[config.mk]
export PLATFORM = sky130hd
export DESIGN_NAME = toy_bus_dtcm_responder
export DESIGN_NICKNAME = d
export VERILOG_FILES = /design/src/rtl/toy_bus_pkg.sv /design/src/rtl/toy_bus_dtcm_rsp_fifo.sv /design/src/rtl/toy_bus_dtcm_responder.sv
export SDC_FILE = /design/constraint.sdc
export NUM_CORES = 1
export LEC_CHECK = 0
export BUFFER_PORTS_ARGS = -buffer_cell sky130_fd_sc_hd__buf_2
export CAP_MARGIN = 20
export CORE_AREA = 2 2 453 455
export CTS_CLUSTER_SIZE = 25
export DETAILED_ROUTE_END_ITERATION = 6
export DIE_AREA = 0 0 455 457
export PLACE_DENSITY_LB_ADDON = 0.3
export SYNTH_ARGS = -nofsm -noshare
export SYNTH_HDL_FRONTEND = slang
export SYNTH_SLANG_ARGS = --single-unit
[constraint.sdc]
create_clock -name clk -period 8.2 [get_ports clk]
set_input_delay 2.46 -clock clk [delete_from_list [all_inputs] [get_ports clk]]
set_output_delay 2.46 -clock clk [all_outputs]
set_load 0.005 [all_outputs]
[src/rtl/toy_bus_pkg.sv]
// ToyBus shared widths, opcodes and the ack payload bundle.
// Used by the DTCM responder and its ack FIFO.
package toy_bus_pkg;

  localparam int TB_ADDR_W = 32;
  localparam int TB_STRB_W = 32;
  localparam int TB_DATA_W = 256;
  localparam int TB_ID_W   = 4;
  localparam int TB_SB_W   = 10;

  localparam logic TB_OPC_RD = 1'b0;
  localparam logic TB_OPC_WR = 1'b1;

  typedef struct packed {
    logic                 opcode;
    logic [TB_DATA_W-1:0] data;
    logic [TB_SB_W-1:0]   sideband;
    logic [TB_ID_W-1:0]   src_id;
    logic [TB_ID_W-1:0]   tgt_id;
  } ack_pay_t;

endpackage

[src/rtl/toy_bus_dtcm_rsp_fifo.sv]
// Synchronous ack FIFO for the DTCM responder.
// Head entry is presented combinationally and held until popped.
module toy_bus_dtcm_rsp_fifo
  import toy_bus_pkg::*;
#(
  parameter int DEPTH = 4
) (
  input  logic     clk,
  input  logic     rst_n,
  input  logic     push,
  input  ack_pay_t din,
  input  logic     pop,
  output ack_pay_t dout,
  output logic     empty,
  output logic     full
);

  localparam int AW = (DEPTH > 1) ? $clog2(DEPTH) : 1;
  localparam logic [AW:0]   DEPTH_C = (AW+1)'(DEPTH);
  localparam logic [AW-1:0] LAST    = AW'(DEPTH - 1);

  ack_pay_t      mem [DEPTH];
  logic [AW-1:0] wr_ptr;
  logic [AW-1:0] rd_ptr;
  logic [AW:0]   cnt;
  logic          do_push;
  logic          do_pop;

  assign empty   = (cnt == '0);
  assign full    = (cnt == DEPTH_C);
  assign do_push = push && !full;
  assign do_pop  = pop && !empty;
  assign dout    = mem[rd_ptr];

  always_ff @(posedge clk) begin
    if (do_push) mem[wr_ptr] <= din;
  end

  // explicit wrap keeps non power-of-two depths correct
  always_ff @(posedge clk or negedge rst_n) begin
    if (!rst_n) begin
      wr_ptr <= '0;
      rd_ptr <= '0;
      cnt    <= '0;
    end else begin
      if (do_push)
        wr_ptr <= (wr_ptr == LAST) ? '0 : wr_ptr + 1'b1;
      if (do_pop)
        rd_ptr <= (rd_ptr == LAST) ? '0 : rd_ptr + 1'b1;
      unique case (1'b1)
        do_push && !do_pop: cnt <= cnt + 1'b1;
        do_pop && !do_push: cnt <= cnt - 1'b1;
        default: ;
      endcase
    end
  end

endmodule

[src/rtl/toy_bus_dtcm_responder.sv]
// ToyBus target endpoint driving a single-port 256b DTCM SRAM.
// TOY_BUS_RSP_WR_ACK_EN: writes also return acks (else posted).
module toy_bus_dtcm_responder
  import toy_bus_pkg::*;
#(
  parameter int MEM_AW    = 10,
  parameter int ACK_DEPTH = 4
) (
  input  logic                 clk,
  input  logic                 rst_n,
  input  logic                 in0_req_vld,
  output logic                 in0_req_rdy,
  input  logic [TB_ADDR_W-1:0] in0_req_addr,
  input  logic [TB_STRB_W-1:0] in0_req_strb,
  input  logic [TB_DATA_W-1:0] in0_req_data,
  input  logic                 in0_req_opcode,
  input  logic [TB_ID_W-1:0]   in0_req_src_id,
  input  logic [TB_ID_W-1:0]   in0_req_tgt_id,
  input  logic [TB_SB_W-1:0]   in0_req_sideband,
  output logic                 in0_ack_vld,
  input  logic                 in0_ack_rdy,
  output logic                 in0_ack_opcode,
  output logic [TB_DATA_W-1:0] in0_ack_data,
  output logic [TB_SB_W-1:0]   in0_ack_sideband,
  output logic [TB_ID_W-1:0]   in0_ack_src_id,
  output logic [TB_ID_W-1:0]   in0_ack_tgt_id,
  output logic                 mem_en,
  output logic                 mem_we,
  output logic [MEM_AW-1:0]    mem_addr,
  output logic [TB_STRB_W-1:0] mem_wstrb,
  output logic [TB_DATA_W-1:0] mem_wdata,
  input  logic [TB_DATA_W-1:0] mem_rdata
);

  localparam int CW = $clog2(ACK_DEPTH) + 1;
  localparam logic [CW-1:0] DEPTH_C = CW'(ACK_DEPTH);

  logic [CW-1:0]      credit_cnt;
  logic               accept;
  logic               ack_gen;
  logic               inc;
  logic               pop;
  logic               s1_vld;
  logic               s1_opc;
  logic [TB_SB_W-1:0] s1_sb;
  logic [TB_ID_W-1:0] s1_src;
  logic [TB_ID_W-1:0] s1_tgt;
  ack_pay_t           push_pay;
  ack_pay_t           head;
  logic               fifo_empty;
  logic               fifo_full;
  logic               unused_addr;

  assign in0_req_rdy = (credit_cnt < DEPTH_C);
  assign accept      = in0_req_vld && in0_req_rdy;

`ifdef TOY_BUS_RSP_WR_ACK_EN
  assign ack_gen = 1'b1;
`else
  assign ack_gen = (in0_req_opcode == TB_OPC_RD);
`endif

  assign inc = accept && ack_gen;

  assign mem_en    = accept;
  assign mem_we    = accept && (in0_req_opcode == TB_OPC_WR);
  assign mem_addr  = in0_req_addr[MEM_AW+4:5];
  assign mem_wstrb = in0_req_strb;
  assign mem_wdata = in0_req_data;

  assign unused_addr = ^{in0_req_addr[TB_ADDR_W-1:MEM_AW+5],
                         in0_req_addr[4:0]};

  // ids swap so the ack routes back to the requester
  always_ff @(posedge clk or negedge rst_n) begin
    if (!rst_n) begin
      s1_vld <= 1'b0;
      s1_opc <= TB_OPC_RD;
      s1_sb  <= '0;
      s1_src <= '0;
      s1_tgt <= '0;
    end else begin
      s1_vld <= inc;
      if (inc) begin
        s1_opc <= in0_req_opcode;
        s1_sb  <= in0_req_sideband;
        s1_src <= in0_req_tgt_id;
        s1_tgt <= in0_req_src_id;
      end
    end
  end

  always_comb begin
    push_pay          = '0;
    push_pay.opcode   = s1_opc;
    push_pay.data     = (s1_opc == TB_OPC_RD) ? mem_rdata : '0;
    push_pay.sideband = s1_sb;
    push_pay.src_id   = s1_src;
    push_pay.tgt_id   = s1_tgt;
  end

  toy_bus_dtcm_rsp_fifo #(
    .DEPTH(ACK_DEPTH)
  ) u_fifo (
    .clk  (clk),
    .rst_n(rst_n),
    .push (s1_vld),
    .din  (push_pay),
    .pop  (pop),
    .dout (head),
    .empty(fifo_empty),
    .full (fifo_full)
  );

  assign in0_ack_vld      = !fifo_empty;
  assign pop              = in0_ack_vld && in0_ack_rdy;
  assign in0_ack_opcode   = head.opcode;
  assign in0_ack_data     = head.data;
  assign in0_ack_sideband = head.sideband;
  assign in0_ack_src_id   = head.src_id;
  assign in0_ack_tgt_id   = head.tgt_id;

  // credits span s1 plus the FIFO
  always_ff @(posedge clk or negedge rst_n) begin
    if (!rst_n) begin
      credit_cnt <= '0;
    end else begin
      unique case (1'b1)
        inc && !pop: credit_cnt <= credit_cnt + 1'b1;
        pop && !inc: credit_cnt <= credit_cnt - 1'b1;
        default: ;
      endcase
    end
  end

`ifndef SYNTHESIS
  always_ff @(posedge clk) begin
    if (rst_n && s1_vld) assert (!fifo_full);
  end
`endif

endmodule
After elaboration in Yosys (flattened, before gate mapping) --
Memory sizes are Yosys's and may differ from the RTL's. Index checks and enable logic that the tools add are counted.
Operators by class: add/sub/neg operators 6, order comparisons 1, equality and inequality tests 3, multiplexer cells 7, bitwise operators 1, reductions and logical operators 19
Operator list (count):
- two-way mux 256 bit | 1
- case mux 3 bit (2 select lines) | 2
- logical AND 1 bit | 10
- adder 3 x 1 -> 3 bit, second input constant | 2
- logical NOT 1 bit | 6
- subtractor 3 x 1 -> 3 bit, second input constant | 2
- adder 2 x 1 -> 2 bit, second input constant | 2
- equality test 2 bit, second input constant | 2
- two-way mux 2 bit | 2
- nonzero test 2 bit | 2
- equality test 3 bit, second input constant | 1
- logical NOT 3 bit | 1
- less-than comparator 3 bit, second input constant | 1
- two-way mux 1 bit | 2
- inverter 1 bit | 1
Storage, ports and cells: flip-flop bits (word level) 30, bits in writable memories 1100, input bits 599, output and inout port bits 577, logic and storage cells 47, memories kept 1
Memories:
- u_fifo.mem | depth 4, bits a word 275, read ports 1, clocked after memory_dff 0, write ports 1, line toy_bus_dtcm_rsp_fifo.sv:22 | ack_pay_t mem [DEPTH];

Depth between registers and ports, before layout --
Gate-level depths: netlist of the first run.
depth after elaboration 7, mapped depth 10

Modules after synthesis --
Synthesis of the first run repeated with hierarchy kept, for this count alone.
Unflattened totals: cells, all modules 2122, area, all modules 45338.5 um2
By module, submodules not included:
- toy_bus_dtcm_rsp_fifo | times used 1, cells an instance 1479, area an instance 40423.8 um2, sequential area each 33206.8 um2
- toy_bus_dtcm_responder | times used 1, cells an instance 643, area an instance 4914.7 um2, sequential area each 575.6 um2

Least setup slack after synthesis of the first run --
No wires, ideal clock.
path type reg-to-reg, start register u_fifo.cnt[0], end memory u_fifo.mem[1][0] (netlist bit) (enable), setup time 671 ps, arrival 7090 ps, data required time 7529 ps, slack 438 ps, cell stages (with the launch flop) 4, buffers on the path 0, path through dfrtp_1 -> inv_1 -> a31oi_1 -> and2_1
On the way: longest elaborated chain between the ends 5
RTL lines:
- start, declared | line toy_bus_dtcm_rsp_fifo.sv:25 | logic [AW:0] cnt;
- start signal, assigned | line toy_bus_dtcm_rsp_fifo.sv:51 | do_push && !do_pop: cnt <= cnt + 1'b1;
- start signal, assigned | line toy_bus_dtcm_rsp_fifo.sv:52 | do_pop && !do_push: cnt <= cnt - 1'b1;
- equality test 3 bit | line toy_bus_dtcm_rsp_fifo.sv:30 | assign full = (cnt == DEPTH_C);
- logical NOT 1 bit | line toy_bus_dtcm_rsp_fifo.sv:31 | assign do_push = push && !full;
- logical AND 1 bit | line toy_bus_dtcm_rsp_fifo.sv:31
- two-way mux 1 bit | line toy_bus_dtcm_rsp_fifo.sv:36 | if (do_push) mem[wr_ptr] <= din;
- two-way mux 1 bit (not written as such) | line toy_bus_dtcm_rsp_fifo.sv:36
- end, declared | line toy_bus_dtcm_rsp_fifo.sv:22
No other way between the ends.

Worst setup path in the final report of the first run --
start register u_fifo.rd_ptr[0], end output port in0_ack_data[161]
On the way: longest elaborated chain between the ends 1
RTL lines:
- start, declared | line toy_bus_dtcm_rsp_fifo.sv:24 | logic [AW-1:0] rd_ptr;
- start signal, assigned | line toy_bus_dtcm_rsp_fifo.sv:49 | rd_ptr <= (rd_ptr == LAST) ? '0 : rd_ptr + 1'b1;
- memory (4 x 275 bit)
- end, declared | line toy_bus_dtcm_responder.sv:23 | output logic [TB_DATA_W-1:0] in0_ack_data,
No other way between the ends.

==> metrics.md, run 1 <==
| Metric | Value |
|---|---|
| CTS H-tree depth | `4` |
| CTS Hold Buffers Added | `0` |
| Most common cell in the netlist | `edfxtp_1` |
| Fin crit share | `0.7021` |
| Top cells by area, synth | `edfxtp_1 (73%), mux4_2 (14%), buf_4 (5.0%)` |
| Post-CTS Setup Repair Bufs | `0` |
| Residual DRC | `0` |
| Syn avg cell area | `about 21 µm²` |
| Yosys cell types | `21` |
| DP HPWL | `about 94000 µm` |
| WL per Instance | `26.17 µm` |
| I/O Pins | `1176` |
| Relative slew margins | `0.3171` |
| GRT overflow | `0` |
| Clk_lat worst skew | `0.77 ns` |
| CP Capture Type | `primary output` |
| Die Y | `457 µm` |
| Final wirelength | `137400 µm` |
| Num rows | `166` |
| CTS tree | `done` |
| Clock Sinks | `1130` |
| Async SR Flop Fraction | `0.02655` |
| Leak | `approximately 0.017 µW` |
| Status | `finished, final reports clean` |
| Die footprint | `207900 µm²` |
| Via/cell ratio | `4.009` |
| TritonCTS Buffers | `~130` |
| Setup crit start | `u_fifo.rd_ptr[0]$_DFFE_PN0P_` |
| Hold Crit Class | `reg2reg` |
| MaxCap Viol Count | `0` |
| Setup TNS Final | `0 ns` |
| Ys flop type | `edfxtp_1` |
| Cell taking the most area after synthesis | `edfxtp_1` |
| P&R area growth vs syn | `17.51%` |
| Worst setup margin | `2.443 ns` |
| Synthesis-stage register bit count | `1130` |
| FF+latch area | `33790 µm²` |
| HP Start | `credit_cnt[0]$_DFFE_PN0P_` |
| Largest net degree at the start of global routing | `approximately 120` |
| Initial Util | `0.2212` |
| Initial antenna violation count | `20` |
| Placer Congestion | `between 0.7 and 0.8` |
| Die width | `455 µm` |
| First-pass GRT wire length | `between 150000 and 200000 µm` |
| Worst vdd ir | `0.2263 mV` |
| CTS max path bufs | `3` |
| Area share of the largest cell type after synthesis | `0.7342` |
| CTS-repair resized insts | `0` |
| Clock-pin slew on the worst setup and hold paths | `0.06 ns` |
| Fillcell total | `20559` |
| CTS Root Buffer Type | `clkbuf_16` |
| Syn Nets | `approximately 2700` |
| Layout cells sized above 1 | `0.4188` |
| Final hold violations | `0` |
| Final nets | `3060` |
| Worst-path fanout max | `66` |
| Via Count | `21049` |
| Starting DRC count in detailed routing | `1433` |
| Critical path launch point type | `register` |
| Max frequency | `173.7 MHz` |
| Worst-Margin Slew | `about 1.0 ns` |
| Gate Count Post-Synth | `around 2100` |
| Multi-input gate area | `around 8300 µm²` |
| Tmin final | `5.757 ns` |
| RSZ-0062 raised after global routing | `no` |
| Synth Warn # | `0` |
| Pwr dens | `317.4 nW/µm²` |
| Max Slew Vio Count | `0` |
| CP Data Arrival Time | `around 3.3 ns` |
| Core Region | `just over 200000 µm²` |
| Input/output buffers | `557` |
| Sequential area share after synthesis | `0.7509` |
| Setup-failing EPs final | `0` |
| Number of global-route vias before repair | `21972` |
| Critical path class | `reg2out` |
| Post-Place Setup Slack | `2.721 ns` |
| DR pass1 iterations | `5` |
| Clk_skew | `0.03566 ns` |
| Data required, critical path | `approximately 5.7 ns` |
| Total Power | `16780 µW` |
| Reg2reg start | `u_fifo.cnt[0]$_DFFE_PN0P_` |
| EDFF count, synth | `1100` |
| Cell Area, Synth | `44990 µm²` |
| ANT nets after route | `0` |
| Post-synth top cells | `edfxtp_1 (1100), buf_4 (300), mux4_2 (275)` |
| GRT Overall Usage | `0.1282` |
[metrics by stage]
stage / area [µm²] / utilization / hold WS [ns] / instances
floorplan: 44990 / - / 0.4465 / 2118
global placement: 48770 / 0.2399 / 0.4656 / 5007
detailed placement: 48770 / 0.2399 / 0.4754 / 5007
CTS: 52830 / 0.2598 / 0.4833 / 5236
global route: 52850 / 0.2599 / 0.5224 / 5246
finish: 52860 / 0.2600 / 0.4828 / 5251
[worst max-delay path: stages, from the launching register on]
cell	delay [ns]
dfrtp_4	0.99
buf_12	0.46
mux4_2	0.59
buf_2	0.17
[cell usage in the layout, fill, tap and decap left out, types with 3 or more instances in the layout]
master,count
dfrtp_4,3
mux4_2,275
mux2_2,22
nor2b_1,258
clkbuf_1,30
xor2_1,3
clkbuf_8,3
nor2_1,4
diode_2,15
and2_4,4
clkbuf_16,136
buf_12,15
clkinv_2,15
clkinv_8,5
ha_1,7
clkinv_16,3
xnor2_1,3
dfrtp_1,27
buf_4,19
inv_1,13
buf_2,557
clkinv_1,27
edfxtp_1,1100
[per-layer routing]
layer	GRT usage	vias to the layer above	wire, µm
met5	0.01959	-	396
met1	0.1369	10951	49110
li1	-	8769	-
met4	0.04687	8	4724
met3	0.08358	266	19100
met2	0.1998	1055	64100
[power breakdown]
part / internal (µW) / leakage (µW) / switching [µW] / total, µW
sequential: 6880 / 0.0103 / 249 / 7130
combinational: 1980 / 0.00514 / 2150 / 4120
clock: 3140 / 0.00197 / 2380 / 5520
[path summary, 6_finish.rpt]
check                                               endpoint  slack (ns)  cells after the start
worst max-delay path                       in0_ack_data[161]        2.44                      3
worst min-delay path               credit_cnt[0]$_DFFE_PN0P_        0.48                      1
worst max register to register  u_fifo.mem[0][147]$_DFFE_PP_        4.86                      5
worst min register to register     credit_cnt[0]$_DFFE_PN0P_        0.48                      1
max in group asynchronous       u_fifo.rd_ptr[0]$_DFFE_PN0P_        5.84                      1
min in group asynchronous              s1_tgt[0]$_DFFE_PN0P_        1.77                      1
[cell families after synthesis]
family | count (synthesis) | share of synthesized area
flops | 1130 | 0.7509
xor+xnor | 6 | 0.001168
compound gates | 1 | 0.0001391
simple gates | 270 | 0.03730
mux | 299 | 0.1436
buf+inv | 403 | 0.06402
fa+ha+maj | 9 | 0.002837
[layout make-up]
type,count,share of cell area
clock buffer,169,0.06729
sequential,1130,0.6393
antenna,15,0.0007100
inverter,13,0.0009231
clock inverter,60,0.009420
timing repair buffer,591,0.06111
tap,2688,0.06362
multi-input combinational,585,0.1577
[registers in the layout, indices dropped and copies added (netlist names), 2 cells and up]
signal and flops:
s1_tgt 4, credit_cnt 3, s1_sb 10, s1_src 4, u_fifo.cnt 3, u_fifo.mem 1100, u_fifo.wr_ptr 2, u_fifo.rd_ptr 2
Power figures use the tool's default switching activity.
==> run 2: changes to the inputs <==
==> constraint.sdc (replaced) <==
create_clock -name clk -period 4.95 [get_ports clk]
set_input_delay 1.485 -clock clk [delete_from_list [all_inputs] [get_ports clk]]
set_output_delay 1.485 -clock clk [all_outputs]
set_load 0.005 [all_outputs]
==> run 2 against run 1 <==
Against the previous run:
- sequential share of layout area is 0.65 points lower
- non-clock buffer count increased by 45
- clock power increased by 68%
- hold slack better by 0.0060 ns
- critical path depth did not move
- sequential power increased by 65%
- global-route usage grew 0.059 points
- die area did not move
- highest routed layer unchanged
- clock skew rose by 0.0016 ns
==> metrics.md, run 2 (synthesis results as in run 1) <==
| Metric | Value |
|---|---|
| Initial Util | `0.2212 (unchanged)` |
| Largest register FFs | `1100 (unchanged)` |
| DP HPWL | `96660 µm (+3.2%)` |
| Die footprint | `207900 µm² (unchanged)` |
| Max Slew Vio Count | `0 (unchanged)` |
| DP Area | `49260 µm² (+1.0%)` |
| Placer Congestion | `0.7751 (-0.22%)` |
| Most common cell after layout, fill and taps aside | `edfxtp_1` |
| Critical path's largest stage delay | `0.75 ns (-0.24 ns)` |
| Final wirelength | `138000 µm (+0.44%)` |
| CTS Root Buffer Type | `clkbuf_16` |
| CTS tree | `done` |
| MaxCap Viol Count | `0 (unchanged)` |
| Max frequency | `approximately 230 MHz` |
| Critical path launch point type | `register` |
| Reg2Reg Depth | `4 (-1)` |
| Most flop-heavy register | `u_fifo.mem` |
| Net Switching | `8008 µW (+68%)` |
| Status | `finished, final reports clean` |
| Post-layout util | `0.2627 (+0.002676)` |
| Worst setup margin | `0.5059 ns (-1.937 ns)` |
| Worst-Margin Slew | `0.9841 ns (-0.04018 ns)` |
| Input/output buffers | `557 (unchanged)` |
| RSZ-0062 raised after global routing | `no` |
| TritonCTS Buffers | `132 (+0.76%)` |
| Highest Signal Layer | `met5` |
| ANT nets after route | `0 (unchanged)` |
| Post-route design area | `53410 µm² (+1.0%)` |
| Data required, critical path | `3.46 ns (-2.28 ns)` |
| Leak | `0.01768 µW (+1.7%)` |
| I/O Pins | `1176 (unchanged)` |
| Sequential power share | `0.417 (-0.008)` |
| Hold Crit Class | `reg2reg` |
| Met2 routed WL | `64810 µm (+1.1%)` |
| GRT Overall Usage | `0.1288 (+0.0005881)` |
| Worst vdd ir | `0.3172 mV (+40%)` |
| Die Y | `457 µm (unchanged)` |
| DR WL met3 | `18700 µm (-2.1%)` |
| GRT overflow | `0 (unchanged)` |
| Fin crit share | `0.8978` |
| CP Capture Type | `primary output` |
| HP Start | `u_fifo.cnt[2]$_DFFE_PN0P_` |
| Sw frac | `0.2841 (about the same)` |
| CTS max path bufs | `3 (unchanged)` |
| Post-Place Setup Slack | `1.213 ns (-1.508 ns)` |
| Most frequent cells in the layout | `edfxtp_1 (1100), buf_2 (557), mux4_2 (275)` |
| Slowest cell on crit path | `dfrtp_4` |
| Largest net degree at the start of global routing | `123 (+7.0%)` |
| Relative slew margins | `0.3439 (+0.02679)` |
| Residual DRC | `0 (unchanged)` |
| Worst-path fanout max | `62 (-6.1%)` |
| P&R area growth vs syn | `18.72%` |
| Clock-pin slew on the worst setup and hold paths | `0.06 ns (about the same)` |
| Largest delay share family, worst path | `flip-flops` |
| Reg2reg start | `u_fifo.cnt[0]$_DFFE_PN0P_` |
| WHS Path Cells | `1 (unchanged)` |
| Core Region | `203300 µm² (unchanged)` |
| Num rows | `166 (unchanged)` |
| Clock Sinks | `1130 (unchanged)` |
| Critical path buffers and inverters | `2 (unchanged)` |
| Clk_lat worst skew | `0.78 ns (about the same)` |
| Reg2Reg Setup Slack | `2.18 ns (-2.68 ns)` |
| Via Count | `21183 (+0.64%)` |
| Hold EP | `u_fifo.cnt[2]$_DFFE_PN0P_` |
| Via/cell ratio | `3.995 (-0.33%)` |
| Number of global-route vias before repair | `22018 (+0.21%)` |
| Final nets | `3106 (+1.5%)` |
| Tmin final | `4.444 ns` |
| FF-to-FF End | `u_fifo.mem[3][148]$_DFFE_PP_` |
| Clock share of power | `0.329 (about the same)` |
| CTS-repair resized insts | `0 (unchanged)` |
| CTS H-tree depth | `4 (unchanged)` |
| First-pass GRT wire length | `186500 µm (+0.35%)` |
| CTS Hold Buffers Added | `0 (unchanged)` |
| Die width | `455 µm (unchanged)` |
| Met1 WL | `50160 µm (+2.2%)` |
| Cell Chain, Critical Path | `buf_12, mux4_2, buf_2` |
| Setup-failing EPs final | `0 (unchanged)` |
| Final hold violations | `0 (unchanged)` |
| Largest registers | `u_fifo.mem: 1100 flops, s1_sb: 10 flops` |
| Critical path class | `reg2out` |
| WL per Instance | `26.03 µm (-0.52%)` |
| DR pass1 iterations | `5 (unchanged)` |
| Layout cells sized above 1 | `0.4303 (+0.01152)` |
| Setup TNS Final | `0 ns (unchanged)` |
| Clk_skew | `0.03721 ns (+0.001559 ns)` |
| CP Data Arrival Time | `2.96 ns (-0.34 ns)` |
| Pwr dens | `527.8 nW/µm² (+66%)` |
| Internal power | `20180 µW (+68%)` |
| Starting DRC count in detailed routing | `1662 (+16%)` |
| Worst hold slack | `0.4888 ns (+0.005966 ns)` |
| Initial antenna violation count | `35 (+75%)` |
| Comb power frac | `0.254 (+0.008)` |
| Post-CTS Setup Repair Bufs | `0 (unchanged)` |
run 2: cell count changes in the layout (fill, tap and decap cells not counted), sizes merged:
cell | before | now
buf | 591 | 636
inv | 17 | 24
bufinv | 2 | 7
clkbuf | 169 | 164
clkinv | 52 | 47
diode | 15 | 18
clkinvlp | 2 | 3
run 2: worst max-delay path by stage:
stage / start / to / slack, ns / cells past startpoint
finish: u_fifo.rd_ptr[0]$_DFFE_PN0P_ / in0_ack_data[165] / 0.51 / 3
global route: u_fifo.rd_ptr[0]$_DFFE_PN0P_ / in0_ack_data[93] / 0.30 / 3
CTS: u_fifo.rd_ptr[0]$_DFFE_PN0P_ / in0_ack_data[130] / 0.30 / 4
detailed placement: u_fifo.rd_ptr[0]$_DFFE_PN0P_ / in0_ack_data[130] / 1.21 / 4
global placement: u_fifo.rd_ptr[0]$_DFFE_PN0P_ / in0_ack_data[130] / 1.21 / 4
floorplan: u_fifo.cnt[0]$_DFFE_PN0P_ / u_fifo.mem[3][0]$_DFFE_PP_ / 0.25 / 3
run 2: final cells by class:
| cell class | instances | area (µm²) |
|---|---|---|
| clock buffers | 164 | 3433 |
| well taps | 2688 | 3363 |
| flip-flops and latches | 1130 | 33790 |
| fillers | 20509 | 149900 |
| diodes | 18 | 45.04 |
| clock inverters | 68 | 670.6 |
| repair buffers | 636 | 3719 |
| inverters | 13 | 48.80 |
| multi-input cells | 585 | 8335 |
run 2: metal layers:
layer / track usage / up-vias
li1: - / 8852
met4: 0.03963 / 16
met1: 0.1405 / 10935
met2: 0.2031 / 1119
met3: 0.08165 / 261
met5: 0.01353 / -
run 2: metrics by stage:
stage          total power, µW  cells
2_1_floorplan            16290   2118
3_3_place_gp             19380   5052
3_5_place_dp             19410   5052
4_1_cts                  28830   5284
5_1_grt                  29530   5293
6_report                 28190   5302
run 2: power groups by stage:
stage	Combinational, µW	Clock (µW)	Sequential (µW)
after floorplan	4460	0	11800
after global placement	7440	0	11900
after CTS	7460	9610	11800
after global routing	7730	9970	11800
final	7160	9270	11800
after detailed placement	7440	0	12000
run 2: worst reg2reg max path: cells and delay by family, from the launching register on:
kind / cells / cell delay [ns]
simple gates: 1 / 0.87
buf+inv: 2 / 0.56
compound gates: 1 / 0.53
flops: 1 / 0.39
